`src/rtl/axis_packet_fifo.sv`:
```
// Store-and-forward AXI-Stream packet FIFO: a packet's beats are presented downstream only once its
// tlast beat is stored, except for oversize packets that fill the FIFO and fall back to cut-through.
module axis_packet_fifo #(
    parameter int unsigned DataWidth = 32,
    parameter int unsigned Depth     = 32,
    parameter int unsigned AddrWidth = 5
) (
    input  logic                 clk,
    input  logic                 reset,
    input  logic [DataWidth-1:0] s_axis_tdata,
    input  logic                 s_axis_tvalid,
    output logic                 s_axis_tready,
    input  logic                 s_axis_tlast,
    output logic [DataWidth-1:0] m_axis_tdata,
    output logic                 m_axis_tvalid,
    input  logic                 m_axis_tready,
    output logic                 m_axis_tlast,
    output logic [AddrWidth:0]   fill_level,
    output logic [AddrWidth:0]   pkt_count,
    output logic                 cut_through
);

    localparam int unsigned PtrWidth = AddrWidth + 1;

    typedef enum logic {
        ST_STORE = 1'b0,
        ST_CUT   = 1'b1
    } state_t;

    logic [DataWidth:0]  r_mem [Depth];
    logic [PtrWidth-1:0] r_wr_ptr;
    logic [PtrWidth-1:0] r_rd_ptr;
    logic [PtrWidth-1:0] r_pkt_count;
    state_t              r_state;
    state_t              w_state_nxt;

    logic [PtrWidth-1:0] w_fill;
    logic                w_full;
    logic                w_empty;
    logic                w_wr_en;
    logic                w_rd_en;
    logic                w_wr_last;
    logic                w_rd_last;
    logic [DataWidth:0]  w_rd_word;

    // Status and handshakes depend only on registered state, never on the partner's valid/ready.
    assign w_fill        = r_wr_ptr - r_rd_ptr;
    assign w_full        = (w_fill == PtrWidth'(Depth));
    assign w_empty       = (w_fill == '0);
    assign w_rd_word     = r_mem[r_rd_ptr[AddrWidth-1:0]];

    assign s_axis_tready = !w_full;
    assign m_axis_tvalid = !w_empty && ((r_pkt_count != '0) || (r_state == ST_CUT));
    assign m_axis_tdata  = w_rd_word[DataWidth-1:0];
    assign m_axis_tlast  = w_rd_word[DataWidth];
    assign fill_level    = w_fill;
    assign pkt_count     = r_pkt_count;
    assign cut_through   = (r_state == ST_CUT);

    assign w_wr_en   = s_axis_tvalid && s_axis_tready;
    assign w_rd_en   = m_axis_tvalid && m_axis_tready;
    assign w_wr_last = w_wr_en && s_axis_tlast;
    assign w_rd_last = w_rd_en && m_axis_tlast;

    // Payload storage is not reset; reset only discards it by clearing the pointers.
    always_ff @(posedge clk) begin
        if (w_wr_en) begin
            r_mem[r_wr_ptr[AddrWidth-1:0]] <= {s_axis_tlast, s_axis_tdata};
        end
    end

    always_ff @(posedge clk or negedge reset) begin
        if (!reset) begin
            r_wr_ptr    <= '0;
            r_rd_ptr    <= '0;
            r_pkt_count <= '0;
        end else begin
            if (w_wr_en) begin
                r_wr_ptr <= r_wr_ptr + PtrWidth'(1);
            end
            if (w_rd_en) begin
                r_rd_ptr <= r_rd_ptr + PtrWidth'(1);
            end
            case ({w_wr_last, w_rd_last})
                2'b10:   r_pkt_count <= r_pkt_count + PtrWidth'(1);
                2'b01:   r_pkt_count <= r_pkt_count - PtrWidth'(1);
                default: r_pkt_count <= r_pkt_count;
            endcase
        end
    end

    always_ff @(posedge clk or negedge reset) begin
        if (!reset) begin
            r_state <= ST_STORE;
        end else begin
            r_state <= w_state_nxt;
        end
    end

    // A full FIFO with no complete packet would deadlock, so release the oversize packet as it arrives.
    always_comb begin
        w_state_nxt = r_state;
        case (r_state)
            ST_STORE: begin
                if (w_full && (r_pkt_count == '0)) begin
                    w_state_nxt = ST_CUT;
                end
            end
            ST_CUT: begin
                if (w_rd_last) begin
                    w_state_nxt = ST_STORE;
                end
            end
            default: w_state_nxt = ST_STORE;
        endcase
    end

endmodule

```
`config.mk`:
```
export PLATFORM = sky130hd
export DESIGN_NAME = axis_packet_fifo
export DESIGN_NICKNAME = d
export VERILOG_FILES = /design/src/rtl/axis_packet_fifo.sv
export SDC_FILE = /design/constraint.sdc
export NUM_CORES = 1
export LEC_CHECK = 0
export ABC_AREA = 1
export BUFFER_PORTS_ARGS = -buffer_cell sky130_fd_sc_hd__clkbuf_2
export CAP_MARGIN = 30
export CORE_MARGIN = 4
export CORE_UTILIZATION = 48
export DETAILED_ROUTE_END_ITERATION = 10
export PLACE_DENSITY = 0.65
export SLEW_MARGIN = 20
export SYNTH_ARGS = -nofsm -noshare
export SYNTH_HDL_FRONTEND = slang
export SYNTH_SLANG_ARGS = --single-unit
```
`constraint.sdc`:
```
create_clock -name clk -period 6.3 [get_ports clk]
set_clock_uncertainty 0.05 [all_clocks]
set_input_delay 1.26 -clock clk [delete_from_list [all_inputs] [get_ports clk]]
set_output_delay 1.26 -clock clk [all_outputs]
set_load 0.05 [all_outputs]
```
== Word-level counts from Yosys, hierarchy flattened ==
Memory sizes are Yosys's and may differ from the RTL's.
Index checks and enable logic that the tools add are counted.

* Register bits after elaboration: 19
* Latch bits: 0
* Bits in writable memories: 1,056
* Memory bits (read-only): 0
* Input port bits: 37
* Output and inout port bits: 48
* Word-level logic and storage cells: 33
* Memories: 1

* $add $sub $neg: 5
* $mul: 0
* Div/mod/pow operators: 0
* Order comparisons: 0
* Eq/ne operators: 3
* Shifts and indexed selects: 0
* Muxes and demuxes: 6
* Bitwise gates (word level): 1
* Reduce and logical (&&, ||, !) cells: 13

{| class="wikitable"
|+ Memory list
! memory !! words !! bits a word !! read ports !! clocked after Yosys merged registers in !! write ports !! line !! source
|-
| r_mem || 32 || 33 || 1 || 0 || 1 || 30 || <nowiki>logic [DataWidth:0] r_mem [Depth];</nowiki>
|}

{| class="wikitable"
|+ Operators with widths
! kind !! number
|-
| adder 6 x 1 -> 6 bit, second input constant || 3
|-
| zero test 6 bit || 2
|-
| case mux 6 bit (2 select lines) || 1
|-
| equality test 6 bit, second input constant || 1
|-
| logical AND 1 bit || 6
|-
| nonzero test 6 bit || 1
|-
| subtractor 6 x 1 -> 6 bit, second input constant || 1
|-
| subtractor 6 bit || 1
|-
| two-way mux 1 bit || 4
|-
| equality test 2 x 1 -> 1 bit, second input constant || 1
|-
| equality test 2 bit, second input constant || 1
|-
| zero test 1 bit || 2
|-
| case mux 1 bit (2 select lines) || 1
|-
| nonzero test 2 bit || 1
|-
| logical OR 1 bit || 1
|-
| NOT 1 bit || 1
|}

== Depth between registers and ports, before layout ==
* Word-level depth: 8
* Mapped depth: 25
* Mapped depth without buffers: 22

== Worst setup path before layout ==
OpenSTA, ideal clock, no wires.

* Kind: reg-to-reg
* Start: reg r_rd_ptr[3]
* End: mem r_mem[31][0] in the netlist's numbering (enable)
* Setup time: 0.464 ns
* Data arrival time: 4.784 ns
* Required time: 5.786 ns
* Slack: 1.001 ns
* Stages on the path, launching flop included: 12
* Buffers on the path: 2
* Clock period less this slack: 5.299 ns
* Path through: dfrtp_1 > clkinv_1 > clkbuf_1 > clkbuf_1 > ha_1 > a21oi_1 > nand3_1 > nand2_1 > nor2_2 > nand2_2 > nand2_4 > nor3_1

* Word-level cells in the longest chain between the ends: 6

{| class="wikitable"
|+ Ends and longest elaborated chain
! item !! line !! source
|-
| from (decl) || 32 || <nowiki>logic [PtrWidth-1:0] r_rd_ptr;</nowiki>
|-
| from (signal assigned) || 82 || <nowiki>r_rd_ptr <= r_rd_ptr + PtrWidth'(1);</nowiki>
|-
| subtractor 6 bit || 47 || <nowiki>assign w_fill = r_wr_ptr - r_rd_ptr;</nowiki>
|-
| net fill_level[4] || 18 || <nowiki>output logic [AddrWidth:0] fill_level,</nowiki>
|-
| equality test 6 bit || 48 || <nowiki>assign w_full = (w_fill == PtrWidth'(Depth));</nowiki>
|-
| zero test 1 bit || 52 || <nowiki>assign s_axis_tready = !w_full;</nowiki>
|-
| net s_axis_tready || 12 || <nowiki>output logic s_axis_tready,</nowiki>
|-
| logical AND 1 bit || 60 || <nowiki>assign w_wr_en = s_axis_tvalid && s_axis_tready;</nowiki>
|-
| two-way mux 1 bit || 67 || <nowiki>if (w_wr_en) begin</nowiki>
|-
| two-way mux 1 bit (not written as such) || 68 || <nowiki>r_mem[r_wr_ptr[AddrWidth-1:0]] <= {s_axis_tlast, s_axis_tdata};</nowiki>
|-
| to (decl) || 30 ||
|}

The timed path passes the listed nets, and every way through them passes these cells.

== Worst setup path after layout ==
* Start: reg r_rd_ptr[0]
* End: out m_axis_tdata[21]

* Word-level cells in the longest chain between the ends: 1

{| class="wikitable"
|+ Ends and longest elaborated chain
! item !! line !! source
|-
| memory (32 x 33 bit) || -- ||
|-
| to (decl) || 14 || <nowiki>output logic [DataWidth-1:0] m_axis_tdata,</nowiki>
|}

No other way between the ends.

==> results.cfg <==
[clocking]
numClockSinks = 1075
clock_tree.htree_level_count = 3
hold_buffers = 0
tritoncts = yes
cts_buffers = 105
clk_latency_ns = 0.67
cts_buffer_depth = 3
cts.reportedPaths.clkPinSlew_ns = 0.06
quantity_of_gates_resized_following_cts = 0
post-cts-setup-buffers = 0
clk_root_buffer_cell = sky130_fd_sc_hd__clkbuf_16

[detailed_routing]
drt-initial-drc-count = 3243
drt_pass1_iterations = 8
drc_errors = 0
drt-total-wl_mm = 113.5
wl_per_cell_um = 24.63
antenna_left = 0
viasPerCell = 5.909
detailroute.via_count = 27220

[worst_setup_path]
critical_path.max_fanout = 202
critPathLaunch = r_rd_ptr[0]
worst_ep_arrival_time_ns = 4.04
regToRegStartpoint = r_rd_ptr[0]
ff2ff_path_depth = 12
ws_path_type = reg2out
worstPathRequired_ns = 4.99
end_kind = output port
critical_path.startpoint_type = register

[floorplan]
floorplan.initialDensity = 0.4855
vertical_die_dimension_um = 307.5
fp-row-count = 109
die_width_um = 307.5
io_pins = 85
die_area_mm2 = 0.09453
placeableCoreArea_mm2 = 0.08865

[yosys]
ys_ff_latch = 1075
synth.area.top_cells = sky130_fd_sc_hd__edfxtp_1, sky130_fd_sc_hd__nor2_1, sky130_fd_sc_hd__o21ai_0
synth-adder-area-share = 0.005291
yosysTopAreaCellShare = 0.7367
post_synth_xor_area_fraction = 0.002035
async_flop_share = 0.01767
synth_nets = 3373
synth_top_family_by_area = compound AO/OA/AOI/OAI gates
yosys-mux-area-fraction = 0
post_synth_and_or_nand_nor_area_fraction = 0.09599
yosys.area.top_type = sky130_fd_sc_hd__edfxtp_1
post_synth_instance_area_mm2 = 0.04304
netlist_instances = 3319
average_cell_area_after_synthesis_um2 = 12.97
ys_seq_area_frac = 0.7478
synth_enable_flop_cells = 1056
synth_compound_gate_area_share = 0.1137
yosys_most_used_dff = sky130_fd_sc_hd__edfxtp_1
netlist-cell-type-count = 36
synth_warnings = 0
synthTopCellsByCount = sky130_fd_sc_hd__edfxtp_1, sky130_fd_sc_hd__nor2_1, sky130_fd_sc_hd__o21ai_0
most_common_cell_in_the_netlist = sky130_fd_sc_hd__edfxtp_1

[sta]
setup-tns-final_ns = 0
final_report_max_slew_violation_count = 0
final_min_period_over_clock_period = 0.8498
timing_worst_slew_pin_value_ns = 1.159
grt_setup_unrepaired = no
setup_viol = 0
final_hold_viol_count = 0
period_minus_slack_ns = 5.354
final.setup.worst_slack_ns = 0.9459
slew_headroom = 0.2272
highest_achievable_clock_rate_mhz = 186.8

[power]
cellInternalPower_mw = 13.83
power.static_leakage_nw = 15.64
sequentialPowerShare = 0.375
p_sw_frac = 0.4008
total_power_mw = 23.08
switching_power_mw = 9.250
cellPowerDensity_mw_per_mm2 = 482.1
power_frac_clock = 0.258
pwr-share-comb = 0.367
vdd_ir_drop_max_mv = 0.4048

[place]
gp_congestion = 0.7846
hpwl_reported_at_the_end_of_detailed_placement_mm = 58.12
count_of_buffers_from_port_buffering = 84
placement.setup.worst_slack_ns = 1.739

[global_route]
gr-total-overflow = 0
number_of_antenna_violations_at_the_first_check_in_global_routing = 3
grt_first_pass_wirelength_mm = 167.2
gr-usage-all-layers = 0.2365
first_global_vias = 25540
grt_start_max_net_pins = 237

[worst_hold_path]
worst_hold_path_type = reg2reg
timing.hold.worst.start = r_rd_ptr[5]
hold_path_depth = 2

[final_layout]
finalNetCount = 3409
final_core_util = 0.5401
layout-area-overhead-vs-synth_pct = 11.23
final_layout_size_suffix_gt1_frac = 0.09884

[flow_run]
number_of_max_cap_violations = 0

[status]
result_of_the_run = finished clean
## critical path, cell delays in order (launching register included)
cell and delay, ns:
sky130_fd_sc_hd__dfrtp_4 1.02, sky130_fd_sc_hd__inv_16 0.30, sky130_fd_sc_hd__buf_4 0.50, sky130_fd_sc_hd__o21ai_0 0.22, sky130_fd_sc_hd__o211ai_1 0.11, sky130_fd_sc_hd__nand3_1 0.15
sky130_fd_sc_hd__nand3_1 0.08, sky130_fd_sc_hd__o21ai_1 0.38, sky130_fd_sc_hd__inv_1 0.10, sky130_fd_sc_hd__clkbuf_2 0.25
## cells by family after synthesis
| family | count (synthesis) |
|---|---|
| AND/OR/NAND/NOR | 1047 |
| adder cells (fa/ha/maj) | 17 |
| XOR/XNOR | 10 |
| flip-flops | 1075 |
| buffers and inverters | 298 |
| AO/OA/AOI/OAI | 872 |
## path summary, 6_finish.rpt
check	endpoint	slack, ns
setup / recovery	m_axis_tdata[21]	0.95
hold / removal	r_rd_ptr[5]	0.49
setup reg to reg	r_mem[19][13]	1.74
hold reg to reg	r_rd_ptr[5]	0.49
max in group asynchronous	r_rd_ptr[0]	5.30
min in group asynchronous	pkt_count[1]	0.50
## routing by layer
layer,wire [um],part of all wire,track usage,vias up
met5,0,0,0,-
met4,3641,0.032,0.08688,0
met3,9463,0.083,0.03624,208
met2,53580,0.47,0.3756,1179
met1,46800,0.41,0.3354,13570
li1,-,-,-,12260
## stage by stage
stage,hold WS (ns),cells,cell area (um2)
floorplan,0.4288,3319,43040
global placement,0.4517,4406,44500
detailed placement,0.4730,4412,44640
CTS,0.4827,4604,47840
global route,0.5350,4606,47870
finish,0.4896,4607,47880
## final cells by class
cell class | instances | area (um2)
Clock inverter | 56 | 459.2
Fill cell | 7215 | 40770
Clock buffer | 136 | 2744
Tap cell | 1165 | 1458
Antenna cell | 2 | 5.005
Timing Repair Buffer | 150 | 1121
Inverter | 77 | 314.1
Multi-Input combinational cell | 1946 | 9577
Sequential cell | 1075 | 32200
## cells in the final DEF, fill, tap and decap left out, drive strengths merged, types with 8 or more instances in the layout
cell type / Yosys / layout
o221ai: 22 / 22
a21oi: 39 / 39
edfxtp: 1056 / 1056
inv: 75 / 80
nor2: 663 / 663
o21ai: 564 / 564
xor2: 8 / 8
clkinv: 2 / 44
nand4: 13 / 13
o211ai: 106 / 106
dfrtp: 19 / 19
nand3: 98 / 98
o22ai: 137 / 137
ha: 15 / 15
buf: 121 / 66
nand2: 268 / 268
clkbuf: 100 / 220
## flip-flops by register name, indices dropped and copies added (netlist names)
signal and cells:
pkt_count 6, r_wr_ptr 6, r_rd_ptr 6, r_mem 1056, cut_through 1
## power groups by stage
stage	registers (mW)	clock network (mW)	logic, mW
5_1_grt	8.70	6.31	9.19
3_5_place_dp	8.81	0	8.41
4_1_cts	8.66	6.01	8.45
3_3_place_gp	8.80	0	8.31
2_1_floorplan	8.67	0	6.12
6_report	8.66	5.95	8.47
Note: power is estimated with default switching activity, not from simulation.
